`src/rtl/sort_stream_param.sv`:
```
// Streaming insertion sorter for IEEE-754 style values.
// Frames of up to DEPTH beats are inserted into a sorted register array as
// they arrive, then drained in ascending or descending order with backpressure.
module sort_stream_param #(
  parameter int WIDTH = 32,
  parameter int DEPTH = 8,
  parameter int CNT_W = $clog2(DEPTH + 1)
) (
  input  logic             clock,
  input  logic             rst,
  input  logic [WIDTH-1:0] in_data,
  input  logic             in_valid,
  input  logic             in_last,
  output logic             in_ready,
  input  logic             descend,
  output logic [WIDTH-1:0] out_data,
  output logic             out_valid,
  input  logic             out_ready,
  output logic             out_last,
  output logic [CNT_W-1:0] out_count
);

  typedef enum logic {
    FILL,
    DRAIN
  } state_t;

  localparam logic [CNT_W-1:0] LAST_CNT = CNT_W'(DEPTH - 1);
  localparam logic [WIDTH-1:0] SIGN_BIT = {1'b1, {(WIDTH-1){1'b0}}};

  state_t state, state_nxt;

  logic [WIDTH-1:0] entry     [DEPTH];
  logic [WIDTH-1:0] entry_src [DEPTH];
  logic [DEPTH-1:0] vld;
  logic [CNT_W-1:0] count;
  logic [CNT_W-1:0] rd_idx;
  logic             desc_q;

  logic             desc_eff;
  logic             accept;
  logic             fill_done;
  logic             out_fire;
  logic             drain_done;
  logic [WIDTH-1:0] key_in;
  logic [DEPTH-1:0] prec;
  logic [DEPTH-1:0] shift;
  logic [DEPTH-1:0] prev_shift;
  logic [DEPTH-1:0] prev_vld;
  logic [DEPTH-1:0] load_prev;
  logic [DEPTH-1:0] load_new;

  // Map a sign-magnitude float onto an unsigned key with the same ordering.
  function automatic logic [WIDTH-1:0] key_of(input logic [WIDTH-1:0] x);
    return x[WIDTH-1] ? ~x : (x | SIGN_BIT);
  endfunction

  // Handshake qualifiers derived from state only, keeping them loop-free.
  always_comb begin
    accept     = in_valid && (state == FILL);
    fill_done  = in_last || (count == LAST_CNT);
    out_fire   = out_ready && (state == DRAIN);
    drain_done = out_fire && (rd_idx == out_count - 1'b1);
    // descend is taken live on the first beat, then from the latched copy.
    desc_eff   = (count == '0) ? descend : desc_q;
  end

  // Parallel compare of the incoming beat against every stored entry.
  // The array is kept sorted, so prec is a thermometer code: entries from the
  // insertion point upward all shift one slot, equal keys never shift.
  always_comb begin
    key_in = key_of(in_data);
    prec   = '0;
    shift  = '0;
    for (int unsigned i = 0; i < DEPTH; i++) begin
      prec[i]  = desc_eff ? (key_in > key_of(entry[i])) : (key_in < key_of(entry[i]));
      shift[i] = vld[i] && prec[i];
    end
    prev_shift = {shift[DEPTH-2:0], 1'b0};
    prev_vld   = {vld[DEPTH-2:0], 1'b1};
    load_prev  = prev_shift;
    load_new   = ~prev_shift & (shift | (~vld & prev_vld));
  end

  // Source for a shift-up move: slot i takes slot i-1; slot 0 never shifts.
  always_comb begin
    entry_src[0] = in_data;
    for (int unsigned i = 1; i < DEPTH; i++) begin
      entry_src[i] = entry[i-1];
    end
  end

  // Entry data storage; validity is tracked separately so no reset is needed.
  always_ff @(posedge clock) begin
    if (accept) begin
      for (int unsigned i = 0; i < DEPTH; i++) begin
        if (load_prev[i]) begin
          entry[i] <= entry_src[i];
        end else if (load_new[i]) begin
          entry[i] <= in_data;
        end
      end
    end
  end

  // Entry valid flags fill contiguously from slot 0 and clear after a drain.
  always_ff @(posedge clock or posedge rst) begin
    if (rst) begin
      vld <= '0;
    end else if (drain_done) begin
      vld <= '0;
    end else if (accept) begin
      vld <= {vld[DEPTH-2:0], 1'b1};
    end
  end

  // Element counter, frame length latch, sort-order latch and read pointer.
  always_ff @(posedge clock or posedge rst) begin
    if (rst) begin
      count     <= '0;
      rd_idx    <= '0;
      out_count <= '0;
      desc_q    <= 1'b0;
    end else begin
      if (accept) begin
        count <= count + 1'b1;
        if (count == '0) begin
          desc_q <= descend;
        end
        if (fill_done) begin
          out_count <= count + 1'b1;
        end
      end
      if (drain_done) begin
        count  <= '0;
        rd_idx <= '0;
      end else if (out_fire) begin
        rd_idx <= rd_idx + 1'b1;
      end
    end
  end

  // State register.
  always_ff @(posedge clock or posedge rst) begin
    if (rst) begin
      state <= FILL;
    end else begin
      state <= state_nxt;
    end
  end

  // Next-state and output decode; out_data is muxed from the array by rd_idx.
  always_comb begin
    state_nxt = state;
    in_ready  = 1'b0;
    out_valid = 1'b0;
    out_last  = 1'b0;
    out_data  = '0;
    case (state)
      FILL: begin
        in_ready = 1'b1;
        if (accept && fill_done) begin
          state_nxt = DRAIN;
        end
      end
      DRAIN: begin
        out_valid = 1'b1;
        out_last  = (rd_idx == out_count - 1'b1);
        for (int unsigned i = 0; i < DEPTH; i++) begin
          if (rd_idx == CNT_W'(i)) begin
            out_data = entry[i];
          end
        end
        if (drain_done) begin
          state_nxt = FILL;
        end
      end
      default: state_nxt = FILL;
    endcase
  end

endmodule

```
`config.mk`:
```
export PLATFORM = sky130hd
export DESIGN_NAME = sort_stream_param
export DESIGN_NICKNAME = d
export VERILOG_FILES = /design/src/rtl/sort_stream_param.sv
export SDC_FILE = /design/constraint.sdc
export NUM_CORES = 1
export LEC_CHECK = 0
export ABC_AREA = 1
export BUFFER_PORTS_ARGS = -buffer_cell sky130_fd_sc_hd__buf_2
export CAP_MARGIN = 20
export CORE_MARGIN = 2
export CORE_UTILIZATION = 40
export DETAILED_ROUTE_END_ITERATION = 8
export GPL_ROUTABILITY_DRIVEN = 0
export GPL_TIMING_DRIVEN = 0
export PLACE_DENSITY = 0.51
export SKIP_LAST_GASP = 1
export SLEW_MARGIN = 10
export SYNTH_ARGS = -nofsm -noshare
export SYNTH_HDL_FRONTEND = slang
export SYNTH_SLANG_ARGS = --single-unit
```
`constraint.sdc`:
```
create_clock -name clock -period 10.8 [get_ports clock]
set_input_delay 1.08 -clock clock [delete_from_list [all_inputs] [get_ports clock]]
set_output_delay 1.08 -clock clock [all_outputs]
set_load 0.005 [all_outputs]
```
---- Word-level counts from Yosys, hierarchy flattened ----
Memory sizes are Yosys's and may differ from the RTL's.
Cells that the tools add are included.
operators by class
  bitwise gates (word level) .............. 22
  $add $sub $neg .......................... 3
  reduce and logical (&&, ||, !) cells .... 18
  muxes and demuxes ....................... 98
  equality and inequality tests ........... 9
  magnitude comparators ................... 16
operators with widths
  kind                                                 count
  two-way mux 32 bit                                   25
  NOT 32 bit                                           9
  greater-than comparator 32 bit                       8
  less-than comparator 32 bit                          8
  two-way mux 1 bit                                    66
  equality test 4 x 3 -> 1 bit, second input constant  5
  bitwise AND 8 bit                                    2
  two-way mux 4 bit                                    4
  two-way mux 8 bit                                    2
  NOT 8 bit                                            2
  logical AND 1 bit                                    12
  adder 4 x 1 -> 4 bit, second input constant          2
  equality test 4 x 2 -> 1 bit, second input constant  2
  zero test 4 bit                                      2
  bitwise OR 8 bit                                     1
  bitwise OR 1 bit                                     7
  equality test 4 x 1 -> 1 bit, second input constant  1
  equality test 4 bit                                  1
  nonzero test 2 bit                                   2
  subtractor 4 x 1 -> 4 bit, second input constant     1
  case mux 1 bit (2 select lines)                      1
  AND reduction 2 bit                                  1
  logical OR 1 bit                                     1
  NOT 1 bit                                            1
storage, ports and cells
  output and inout port bits .............. 39
  memories ................................ 1
  RAM bits ................................ 256
  flip-flop bits (word level) ............. 22
memory list
  memory  words  width  read ports  clocked after Yosys merged registers in  write ports  line  source
  entry   8      32     8           0                                        8            33    logic [WIDTH-1:0] entry [DEPTH];

---- Longest topological paths before layout ----
An unclocked memory read counts as a cell.
  depth in word-level cells ............... 13
  depth in mapped cells ................... 22
  mapped depth without buffers ............ 20

---- Worst setup path before layout ----
No wires, ideal clock.
  path kind ............................... input to register
  start ................................... input in_data[31]
  end ..................................... memory entry[1][0], in the netlist entry[0][32] (enable)
  data required time ...................... 10.334 ns
  data arrival time ....................... 5.647 ns
  path buffers ............................ 2
  setup slack ............................. 4.688 ns
  library setup time ...................... 0.466 ns
  stages .................................. 12
  path through ............................ buf_1 buf_2 xor2_1 ha_1 a21oi_1 o21a_1 nand2_1 a21oi_1 nand3_1 nand2_1 nand2_1 o21ai_0
RTL lines
  what         line  source
  from (decl)  11    input logic [WIDTH-1:0] in_data,
  to (decl)    33

==> flow_metrics.env <==
export IMPL_clock_latency_ps=550
export IMPL_worst_pin_slew_ps=1127
export IMPL_syn_to_final_growth_pct=12.37
export IMPL_startpoint_type="input pin"
export IMPL_drtIter0Drc=1423
export IMPL_critical_path_top_delay_family="buffers and inverters"
export IMPL_ys_flop_type="edfxtp_1"
export IMPL_avgSynthCellArea_um2=8.263
export IMPL_leakage_nw=11.36
export IMPL_gr_total_overflow=0
export IMPL_root_buffer="clkbuf_16"
export IMPL_drv_slew=0
export IMPL_cp_required_ps=11050
export IMPL_finalSetupTns_ps=0
export IMPL_finalCritPeriodShare=0.4915
export IMPL_synth_nets=3117
export IMPL_worst_path_max_fanout=20
export IMPL_drc=0
export IMPL_holdBufCountCts=0
export IMPL_cts_tree="done"
export IMPL_ioPinCount=77
export IMPL_ys_seq_elements=278
export IMPL_clk_pin_slew_ps=50
export IMPL_path_class="in -> reg"
export IMPL_finalHoldViolCount=0
export IMPL_dieArea_mm2=0.06012
export IMPL_async_flop_share=0.07914
export IMPL_fin_ws_ps=5492
export IMPL_antenna_found_initial=1
export IMPL_switching_power_mw=2.838
export IMPL_post_cts_buffers=0
export IMPL_core_mm2=0.05759
export IMPL_drt_pass1_iter_count=6
export IMPL_ctsResizeCount=0
export IMPL_final_util=0.4541
export IMPL_placed_cells=3665
export IMPL_die_w_um=245.2
export IMPL_syn_area_mm2=0.02327
export IMPL_hpwl_um=61760
export IMPL_yosysWarnings=0
export IMPL_cts_buffer_depth=3
export IMPL_worstPathCellList="buf_2, buf_1, buf_2, xor2_1, ha_1, a21oi_1, o21ai_0, nand2_1, nand2_1, a21oi_1, nand2_1, nand2_1, nand3_2, nand2_2, nand3_4, buf_4, o21ai_4, buf_16"
export IMPL_htreeDepth=2
export IMPL_slew_headroom=0.2460
export IMPL_stdcell_area_mm2=0.02615
export IMPL_p_comb_frac=0.541
export IMPL_finalPower_mw=6.195
export IMPL_grt_max_degree=33
export IMPL_max_stage_delay_ps=880
export IMPL_tritoncts_num_buffers=37
export IMPL_p_int_mw=3.358
export IMPL_stdcell_count=3757
export IMPL_end_kind="register"
export IMPL_cp_common_cell="nand2_1"
export IMPL_wl_um=74050
export IMPL_seq_power_share=0.271
export IMPL_arrival_ps=5560
export IMPL_fin_crit_ps=5308
export IMPL_drive_above_1_share=0.09124
export IMPL_first_global_vias=19820
export IMPL_vdd_drop_max_v=0.0001166
export IMPL_fmax_mhz=188.4
export IMPL_skew_ps=13.17
export IMPL_start_util=0.4041
export IMPL_synthCells=2816
export IMPL_grt_total_usage=0.2468
export IMPL_p_sw_frac=0.4580
export IMPL_portBuffers=76
export IMPL_dpl_cell_area_mm2=0.02483
export IMPL_whs_ps=463.3
export IMPL_slowest_stage="xor2_1"
export IMPL_place_ws_ps=4773
export IMPL_drv_cap=0
export IMPL_synth_edf_count=256
export IMPL_n_antenna_cell=0
export IMPL_ant_nets=0
export IMPL_hp_class="in -> async"
export IMPL_routedWlPerCell_um=19.71
export IMPL_yosysSeqAreaShare=0.3540
export IMPL_vias_per_cell=5.306
export IMPL_vias=19930
export IMPL_grt_pass1_wl_um=113400
export IMPL_die_h_um=245.2
export IMPL_clkSinkCount=278
export IMPL_clkPwrFrac=0.188
export IMPL_fp_row_count=88
export IMPL_finalSetupViolCount=0
export IMPL_nets=3267
export IMPL_status="completed"
export IMPL_powerDensity_mw_per_mm2=236.9
export IMPL_synthDistinctLibCells=40
export IMPL_grt_setup_unrepaired="no"
export IMPL_crit_buf_inv=5
-- worst paths after layout --
kind	from	to	slack, ps	cells after the start
max reg2reg	entry[1][95]$_DFFE_PP_	entry[1][123]$_DFFE_PP_	6650	16
min	rst	out_count[1]$_DFFE_PP0P_	460	2
min reg2reg	out_count[3]$_DFFE_PP0P_	out_count[3]$_DFFE_PP0P_	520	2
max in group asynchronous	rst	vld[7]$_DFFE_PP0P_	9930	3
max	in_data[31]	entry[0][58]$_DFFE_PP_	5490	18
min in group clock	out_count[3]$_DFFE_PP0P_	out_count[3]$_DFFE_PP0P_	520	2
-- synthesized netlist by cell type (2+ instances only) --
library cell / n / area [um^2]
nand2_1: 887 / 3329
ha_1: 263 / 3291
nand3_1: 257 / 1286
edfxtp_1: 256 / 7687
xnor2_1: 244 / 2137
a21oi_1: 117 / 585.6
nand4_1: 114 / 713.2
inv_1: 95 / 356.6
nor2_1: 83 / 311.6
clkbuf_1: 80 / 300.3
o211ai_1: 65 / 488.0
o21ai_0: 65 / 325.3
xor2_1: 43 / 376.6
a31oi_1: 33 / 206.5
buf_4: 33 / 247.7
buf_1: 32 / 120.1
buf_2: 25 / 125.1
dfrtp_1: 22 / 550.5
buf_6: 16 / 180.2
o21a_1: 15 / 112.6
a22oi_1: 9 / 67.56
nor3_1: 9 / 45.04
inv_2: 8 / 30.03
a21o_1: 7 / 52.55
nand3_2: 7 / 70.07
nand2_2: 6 / 37.54
nand2_4: 6 / 67.56
o21bai_1: 4 / 30.03
or2_2: 3 / 18.77
nand3_4: 2 / 35.03
-- state kept, by name, summed over array words and instances, names as in the netlist --
name       count
desc_q         1
state          1
rd_idx         4
out_count      4
count          4
entry        256
vld            8
-- logic make-up after synthesis --
logic type,after synthesis,synth area share
buf+inv,290,0.05872
flops,278,0.3540
xor+xnor,287,0.1080
simple gates,1380,0.2566
fa+ha+maj,263,0.1414
compound gates,318,0.08125
-- layout by cell type (no fill, tap or decap), drive strengths merged, types with 2 or more instances in the layout --
cell	count
ha	263
xor2	43
buf	217
a22oi	9
o21a	16
o21ai	66
o211ai	65
a21o	7
o21bai	4
a21oi	118
nor2	84
nor3b	2
nand2	899
clkbuf	129
edfxtp	256
nor3	9
dfrtp	22
bufinv	2
a31oi	33
nand4	114
xnor2	244
clkinv	13
or2	4
inv	104
nand3	266
-- power groups by stage --
| stage | sequential (mW) | combinational (mW) | clock [mW] |
|---|---|---|---|
| floorplan | 1.64 | 2.21 | 0 |
| global placement | 1.71 | 3.17 | 0 |
| detailed placement | 1.70 | 3.31 | 0 |
| CTS | 1.68 | 3.33 | 1.19 |
| global route | 1.70 | 3.75 | 1.22 |
| finish | 1.68 | 3.35 | 1.16 |
-- metal layers --
| metal | vias to the layer above | GRT usage | share of wire |
|---|---|---|---|
| li1 | 9984 | - | - |
| met1 | 9324 | 0.3392 | 0.46 |
| met2 | 524 | 0.4030 | 0.45 |
| met3 | 102 | 0.03018 | 0.058 |
| met4 | 0 | 0.07891 | 0.028 |
| met5 | - | 0 | 0 |
-- cell type report --
cell class                      instances  area, um^2
Fill cell                            5675       31440
Clock inverter                         16       125.1
Buffer                                186       973.4
Tap cell                              765       957.2
Multi-Input combinational cell       2248       13690
Timing Repair Buffer                  111       803.3
Inverter                              104       392.9
Clock buffer                           49       970.9
Sequential cell                       278        8238
Power figures use the tool's default switching activity.
